**src/rtl/mem_stage.sv**
```systemverilog
// Memory-access stage: req/ack data-memory transaction, load alignment and
// extension, stall generation, misalignment and bus-timeout flags.
module mem_stage #(
  parameter int ADDR_W  = 32,
  parameter int TIMEOUT = 255
) (
  input  logic              clk,
  input  logic              rst,
  input  logic              dm2_regM,
  input  logic              we_dmM,
  input  logic [1:0]        size_dmM,
  input  logic              unsigned_dmM,
  input  logic [ADDR_W-1:0] alu_outM,
  input  logic [31:0]       wd_dmM,
  output logic              mem_req,
  output logic              mem_we,
  output logic [3:0]        mem_be,
  output logic [ADDR_W-1:0] mem_addr,
  output logic [31:0]       mem_wdata,
  input  logic [31:0]       mem_rdata,
  input  logic              mem_ack,
  output logic [31:0]       rd_dmM,
  output logic              stallM,
  output logic              misalignM,
  output logic              buserrM
);
  localparam int CW = (TIMEOUT < 1) ? 1 : $clog2(TIMEOUT + 1);

  typedef enum logic [1:0] {S_IDLE, S_WAIT, S_DONE} state_t;
  state_t state_q, state_d;

  logic [CW-1:0]     cnt_q;
  logic              req_q, we_q, mis_q, berr_q;
  logic [3:0]        be_q;
  logic [ADDR_W-1:0] addr_q;
  logic [31:0]       wdata_q, rd_q;
  // issued copies used for load extraction
  logic              ld_q, uns_q;
  logic [1:0]        sz_q, lane_q;

  logic        active, misal, go, tmo;
  logic [3:0]  be_n;
  logic [31:0] wdata_n, ld_data;
  logic [7:0]  ld_b;
  logic [15:0] ld_h;

  assign active = dm2_regM | we_dmM;
  assign tmo    = (cnt_q == CW'(TIMEOUT));
  assign go     = (state_q == S_IDLE) && active && !misal;

  // misalignment, byte enables and lane-replicated write data for the request
  always_comb begin
    misal   = 1'b0;
    be_n    = 4'b1111;
    wdata_n = wd_dmM;
    case (size_dmM)
      2'b00: begin
        be_n    = 4'b0001 << alu_outM[1:0];
        wdata_n = {4{wd_dmM[7:0]}};
      end
      2'b01: begin
        misal   = alu_outM[0];
        be_n    = 4'b0011 << alu_outM[1:0];
        wdata_n = {2{wd_dmM[15:0]}};
      end
      default: misal = (alu_outM[1:0] != 2'b00);
    endcase
  end

  // pick the addressed lane out of the returned word and extend it
  always_comb begin
    ld_b = mem_rdata[7:0];
    case (lane_q)
      2'd1:    ld_b = mem_rdata[15:8];
      2'd2:    ld_b = mem_rdata[23:16];
      2'd3:    ld_b = mem_rdata[31:24];
      default: ld_b = mem_rdata[7:0];
    endcase
    ld_h = lane_q[1] ? mem_rdata[31:16] : mem_rdata[15:0];
    case (sz_q)
      2'b00:   ld_data = {{24{~uns_q & ld_b[7]}}, ld_b};
      2'b01:   ld_data = {{16{~uns_q & ld_h[15]}}, ld_h};
      default: ld_data = mem_rdata;
    endcase
  end

  // FSM state register
  always_ff @(posedge clk) begin
    if (rst) state_q <= S_IDLE;
    else     state_q <= state_d;
  end

  // FSM next state
  always_comb begin
    state_d = state_q;
    case (state_q)
      S_IDLE:  if (go) state_d = S_WAIT;
      S_WAIT:  if (mem_ack || tmo) state_d = S_DONE;
      default: state_d = S_IDLE;
    endcase
  end

  // FSM outputs: stall while issuing and while waiting
  always_comb begin
    stallM = go || (state_q == S_WAIT);
  end

  // bus registers, wait counter, load result and one-cycle flags
  always_ff @(posedge clk) begin
    if (rst) begin
      cnt_q   <= '0;
      req_q   <= 1'b0;
      we_q    <= 1'b0;
      be_q    <= 4'b0000;
      addr_q  <= '0;
      wdata_q <= '0;
      rd_q    <= '0;
      mis_q   <= 1'b0;
      berr_q  <= 1'b0;
      ld_q    <= 1'b0;
      uns_q   <= 1'b0;
      sz_q    <= 2'b00;
      lane_q  <= 2'b00;
    end else begin
      mis_q  <= 1'b0;
      berr_q <= 1'b0;
      case (state_q)
        S_IDLE: begin
          if (active && misal) begin
            mis_q <= 1'b1;
            if (!we_dmM) rd_q <= '0;
          end else if (active) begin
            req_q   <= 1'b1;
            we_q    <= we_dmM;
            be_q    <= be_n;
            addr_q  <= {alu_outM[ADDR_W-1:2], 2'b00};
            wdata_q <= wdata_n;
            cnt_q   <= '0;
            ld_q    <= ~we_dmM;
            uns_q   <= unsigned_dmM;
            sz_q    <= size_dmM;
            lane_q  <= alu_outM[1:0];
          end
        end
        S_WAIT: begin
          if (mem_ack) begin
            req_q <= 1'b0;
            if (ld_q) rd_q <= ld_data;
          end else if (tmo) begin
            req_q  <= 1'b0;
            rd_q   <= '0;
            berr_q <= 1'b1;
          end else begin
            cnt_q <= cnt_q + 1'b1;
          end
        end
        default: ;
      endcase
    end
  end

  assign mem_req   = req_q;
  assign mem_we    = we_q;
  assign mem_be    = be_q;
  assign mem_addr  = addr_q;
  assign mem_wdata = wdata_q;
  assign rd_dmM    = rd_q;
  assign misalignM = mis_q;
  assign buserrM   = berr_q;
endmodule
```
**config.mk**
```make
export PLATFORM = sky130hd
export DESIGN_NAME = mem_stage
export DESIGN_NICKNAME = d
export VERILOG_FILES = /design/src/rtl/mem_stage.sv
export SDC_FILE = /design/constraint.sdc
export NUM_CORES = 1
export LEC_CHECK = 0
export ABC_CLOCK_PERIOD_IN_PS = 4880
export BUFFER_PORTS_ARGS = -buffer_cell sky130_fd_sc_hd__buf_2
export CAP_MARGIN = 10
export CORE_AREA = 2 2 123 101
export CTS_CLUSTER_SIZE = 12
export DETAILED_ROUTE_END_ITERATION = 6
export DIE_AREA = 0 0 125 103
export GPL_TIMING_DRIVEN = 0
export MAX_ROUTING_LAYER = met4
export PLACE_DENSITY = 0.81
export SLEW_MARGIN = 10
export SYNTH_ARGS = -nofsm -noshare
export SYNTH_HDL_FRONTEND = slang
export SYNTH_SLANG_ARGS = --single-unit
```
**constraint.sdc**
```tcl
create_clock -name clk -period 4.88 [get_ports clk]
set_input_delay 0.488 -clock clk [delete_from_list [all_inputs] [get_ports clk]]
set_output_delay 0.488 -clock clk [all_outputs]
set_load 0.01 [all_outputs]
```
Yosys cells after proc, flatten, opt, wreduce, memory -nomap -nowiden

Index checks and enable logic that the tools add are counted.

Add/sub/neg operators: 1
Eq/ne operators: 17
Shifts and indexed selects: 2
Mux-type cells: 27
Bitwise logic cells: 8
Reductions and logical operators: 18

Operators by type and width:

| kind                | number |
|---|---|
| $pmux 32 s2         | 3 |
| $mux 32             | 5 |
| $mux 8              | 4 |
| $pmux 8 s3          | 1 |
| $mux 16             | 1 |
| $pmux 8 s2          | 1 |
| $ne 2x2->1 const B  | 7 |
| $reduce_and 5->1    | 2 |
| $add 8x1->8 const B | 1 |
| $eq 2x1->1 const B  | 4 |
| $eq 8x8->1 const B  | 1 |
| $pmux 4 s2          | 1 |
| $logic_not 2->1     | 3 |
| $mux 1              | 6 |
| $ne 3x3->1 const B  | 2 |
| $not 1->1           | 5 |
| $eq 2x2->1 const B  | 2 |
| $mux 2              | 2 |
| $pmux 1 s2          | 2 |
| $pmux 2 s2          | 1 |
| $reduce_and 4->1    | 1 |
| $reduce_bool 2->1   | 2 |
| $shl 1x2->4 const A | 1 |
| $shl 2x2->4 const A | 1 |
| 10 further kinds    | 14 |

Register bits after elaboration: 118
Output and inout bits: 105

Depth between registers and ports, before layout

Depth in word-level cells: 7
Gate-level depth with buffers: 7
Mapped depth without buffers: 5

Worst setup path after synthesis

Ideal clock, no wire load.

Kind: input -> register
Start point: input port mem_rdata[31]
End point: register rd_q[21] (netlist: rd_dmM[21])
Setup time: 130 ps
Arrival: 1671 ps
Data required time: 4750 ps
Setup slack: 3079 ps
Stages on the path: 5
Path through: mux4_2 and2_1 o21ai_2 buf_2 o32ai_1

Longest elaborated chain between the ends: 6
Elaborated cells on any way between the ends: 8

Ends and longest elaborated chain:

| element                               | RTL line | text |
|---|---|---|
| from (decl)                           | 20       | `input logic [31:0] mem_rdata,` |
| $pmux 8 s3 or $mux 16 (tied branches) | 73, 79   |  |
| $and 1x1->1, on equally long branches | 81, 82   |  |
| $pmux 32 s2 *                         | 80       | `case (sz_q)` |
| $mux 32 *                             | 148      | `if (ld_q) rd_q <= ld_data;` |
| $mux 32 *                             | 146      | `if (mem_ack) begin` |
| $pmux 32 s2 *                         | 127      | `case (state_q)` |
| to (signal assigned)                  | 148      |  |
| to (decl)                             | 36       | `logic [31:0] wdata_q, rd_q;` |

Every way passes the cells marked *; elsewhere a longest branch is shown, timed or not. The select of a mux whose other input is x is not followed.
A chain may end at the register's enable or synchronous reset.

Worst setup path in the final report

Start point: register state_q[0]
End point: output port stallM

Longest elaborated chain between the ends: 4
Elaborated cells on any way between the ends: 5

Ends and longest elaborated chain:

| element                         | RTL line | text |
|---|---|---|
| from (decl)                     | 30       | `state_t state_q, state_d;` |
| from (signal assigned)          | 90       | `else state_q <= state_d;` |
| $logic_not 2->1                 | 49       | `assign go = (state_q == S_IDLE) && active && !misal;` |
| $logic_and 1x1->1 (2 in series) | 49       |  |
| $logic_or 1x1->1 *              | 105      | `stallM = go \|\| (state_q == S_WAIT);` |
| to (decl)                       | 23       | `output logic stallM,` |

Every way passes the cells marked *; elsewhere a longest branch is shown, timed or not.

==> flow_summary_export.csv <==
group,metric,value,unit
run_status,status,"complete, no violations",
global_routing,grt_pass1_vias,5111,
power_and_ir_drop,power.density,393,nW/um^2
route,drt_iter0_drc,509,
timing,post-route-worst-setup-slack,2440,ps
worst_hold_path,hold_depth,3,
route,drcViolationCount,0,
timing,setup_viol,0,
logic_synthesis,synth-warning-count,0,
clocking,cts.sinks,118,
clocking,htreeDepth,4,
die,top_level_ports,209,
layout,drive_above_1_share,0.296,
route,routedWlPerCell,16.5,um
worst_setup_path,reg2regPathDepth,5,
timing,finClkSkew,8.66,ps
global_routing,grt_pass1_wl,25800,um
power_and_ir_drop,peakVddDrop,0.327,mV
logic_synthesis,synth_seq_cells,118,
worst_setup_path,rr_startpoint,"lane_q[1]",
layout,syn_to_final_growth,35.3,%
clocking,path_clk_slew,60,ps
timing,period_minus_slack,2440,ps
route,wl_met2,7830,um
worst_setup_path,critPathCaptureType,"output pin",
die,core_region_area,11800,sq um
die,die-width,125,um
timing,fin_crit_sh,0.501,
worst_setup_path,r2r_slack,2850,ps
logic_synthesis,synth.top_cell.area_share,0.452,
timing,rsz0062_at_grt,"false",
place,finalWeightedCongestion,0.949,
logic_synthesis,synth_area_leaders,"dfxtp_1 45%, nand2_1 8.5%, a21oi_1 7.9%",
worst_setup_path,cp_slowest_stage_delay,460,ps
global_routing,antenna_found_initial,0,
logic_synthesis,syn_avg_cell_area,8.30,sq um
place,dp_hpwl,12400,um
logic_synthesis,synth_area_leader_cell,"dfxtp_1",
worst_setup_path,arrival,1960,ps
timing,timing.fmax,409,MHz
logic_synthesis,postSynthCellCount,629,
route,viasPerCell,5.53,
logic_synthesis,synthTopCellsByCount,"118 x dfxtp_1, 118 x nand2_1, 82 x a21oi_1",
global_routing,grt_start_max_net_pins,17,
worst_hold_path,hold_path_class,"input pin to flip-flop",
clocking,cts_resized,0,
clocking,clkLatencyLatePin,420,ps
die,std_cell_rows,36,
layout,num_antenna_cells,0,
global_routing,grtUsageTotal,0.264,
clocking,cts_tree,"built",
worst_hold_path,min-delay-start,"alu_outM[28]",
worst_setup_path,r2r_end,"rd_dmM[25]",
timing,finalHoldViolations,0,
clocking,cts_buffers,17,
timing,finalSetupTns,0,ps
route,via_count,5636,
logic_synthesis,async_flop_share,0,
worst_setup_path,worstSetupPathType,"flip-flop to output pin",
timing,tightest_slew,754,ps
logic_synthesis,synth_edf_count,0,
die,dieHeight,103,um
timing,maxSlewViolCount,0,
logic_synthesis,synth_cell_types,52,
place,io_buffers,206,
worst_setup_path,critPathMaxFanout,10,
route,ant_nets,0,
clocking,post_cts_buffers,0,
route,wl_met3,1480,um
global_routing,grt-ovfl-total,0,
worst_setup_path,startpoint_type,"flip-flop",
route,routed_wl,16800,um
logic_synthesis,ys_seq_area_frac,0.452,
logic_synthesis,syn_area,5220,sq um
route,wl_met1,7110,um
clocking,clockRootBuffer,"clkbuf_16",
worst_setup_path,crit_slowest_cell,"dfxtp_1",
power_and_ir_drop,leakage,3.08,nW
clocking,clk_path_buf_depth,2,
route,top_layer_used,"met4",
die,start_util,0.443,
layout,nets,960,
timing,max_slew_margin,0.498,
logic_synthesis,synth_flop_cell,"dfxtp_1",
worst_setup_path,crit_required,4390,ps
place,pre_cts_ws,2590,ps
route,firstDrtPassIters,5,
worst_setup_path,cp_cell_sequence,"nor2_1 > o2111ai_1 > clkbuf_1 > nand2_1 > buf_2",
die,die_area,12900,sq um
clocking,cts_hold_buf,0,
timing,whs,304,ps
worst_hold_path,min_to,"mem_addr[28]",
job,max_cap_violations,0,
## report_power, final
part / internal (mW) / leakage [nW] / switching [mW]
clock network: 0.846 / 0.285 / 0.457
registers: 1.02 / 0.963 / 0.0325
logic: 0.165 / 1.83 / 0.260
## kinds of logic (layout without fill, tap and decap cells)
family          after synthesis  count (layout)  share of synthesized area
other cells                   1               2                   0.000718
mux                          18              18                     0.0369
buf+inv                      94             332                     0.0759
flops                       118             118                      0.452
xor+xnor                      5               5                    0.00838
simple gates                194             194                      0.168
fa+ha+maj                     1               1                    0.00239
compound gates              198             198                      0.255
## layer usage
| metal | vias up | global-route usage |
|---|---|---|
| met2 | 263 | 0.424 |
| met1 | 2632 | 0.317 |
| met4 | 0 | 0.0966 |
| met3 | 36 | 0.0804 |
| met5 | - | - |
| li1 | 2705 | - |
## placed cells by master, fill, tap and decap left out, types with 4 or more instances in the layout
cell and n:
a211o_1 6, a211oi_1 13, a21oi_1 82, a221oi_1 7, a22o_1 7, a311oi_1 8
and3_1 4, and3b_1 7, buf_2 217, clkbuf_1 36, clkbuf_16 17, clkinvlp_4 5
dfxtp_1 118, inv_1 40, mux2i_1 17, nand2_1 118, nor2_1 26, nor3_1 12
o211ai_1 9, o21ai_0 21, o32ai_1 32, or3_1 9, xnor2_1 4
## how the worst max path moves through the flow
stage | start | end | slack (ps) | depth (start not counted)
3_3_place_gp | alu_outM[1] | stallM | 2600 | 6
3_5_place_dp | alu_outM[1] | stallM | 2590 | 6
4_1_cts | state_q[0] | stallM | 2410 | 5
6_report | state_q[0] | stallM | 2440 | 5
5_1_grt | state_q[0] | stallM | 2310 | 5
2_1_floorplan | mem_rdata[31] | rd_dmM[21] | 3080 | 5
## critical path: cells and delay by family (launching register included)
kind / cells / cell delay, ps
buffers and inverters: 2 / 620
AO/OA/AOI/OAI: 1 / 230
flip-flops: 1 / 460
AND/OR/NAND/NOR: 2 / 240
## per-stage QoR
stage | area [sq um] | instances | util | power [mW]
after global placement | 6450 | 988 | 0.546 | 1.49
after detailed placement | 6450 | 988 | 0.546 | 1.49
final | 7070 | 1020 | 0.599 | 2.78
after CTS | 7070 | 1020 | 0.599 | 2.79
after floorplan | 5230 | 630 | - | 1.31
after global routing | 7070 | 1020 | 0.599 | 2.89
## cell type report
cell class / instances / area (sq um)
well taps: 152 / 190
repair buffers: 206 / 1030
flip-flops and latches: 118 / 2360
clock buffers: 22 / 474
multi-input cells: 418 / 2470
inverters: 41 / 154
clock inverters: 10 / 145
fillers: 1081 / 4730
plain buffers: 53 / 243
## sequential cells by signal, summed over array words and instances (netlist names), 2 cells and up
name	flops
mem_wdata	32
rd_dmM	32
mem_addr	30
cnt_q	8
mem_be	4
lane_q	2
state_q	2
sz_q	2
No activity file was read; power rests on OpenSTA's default activity.
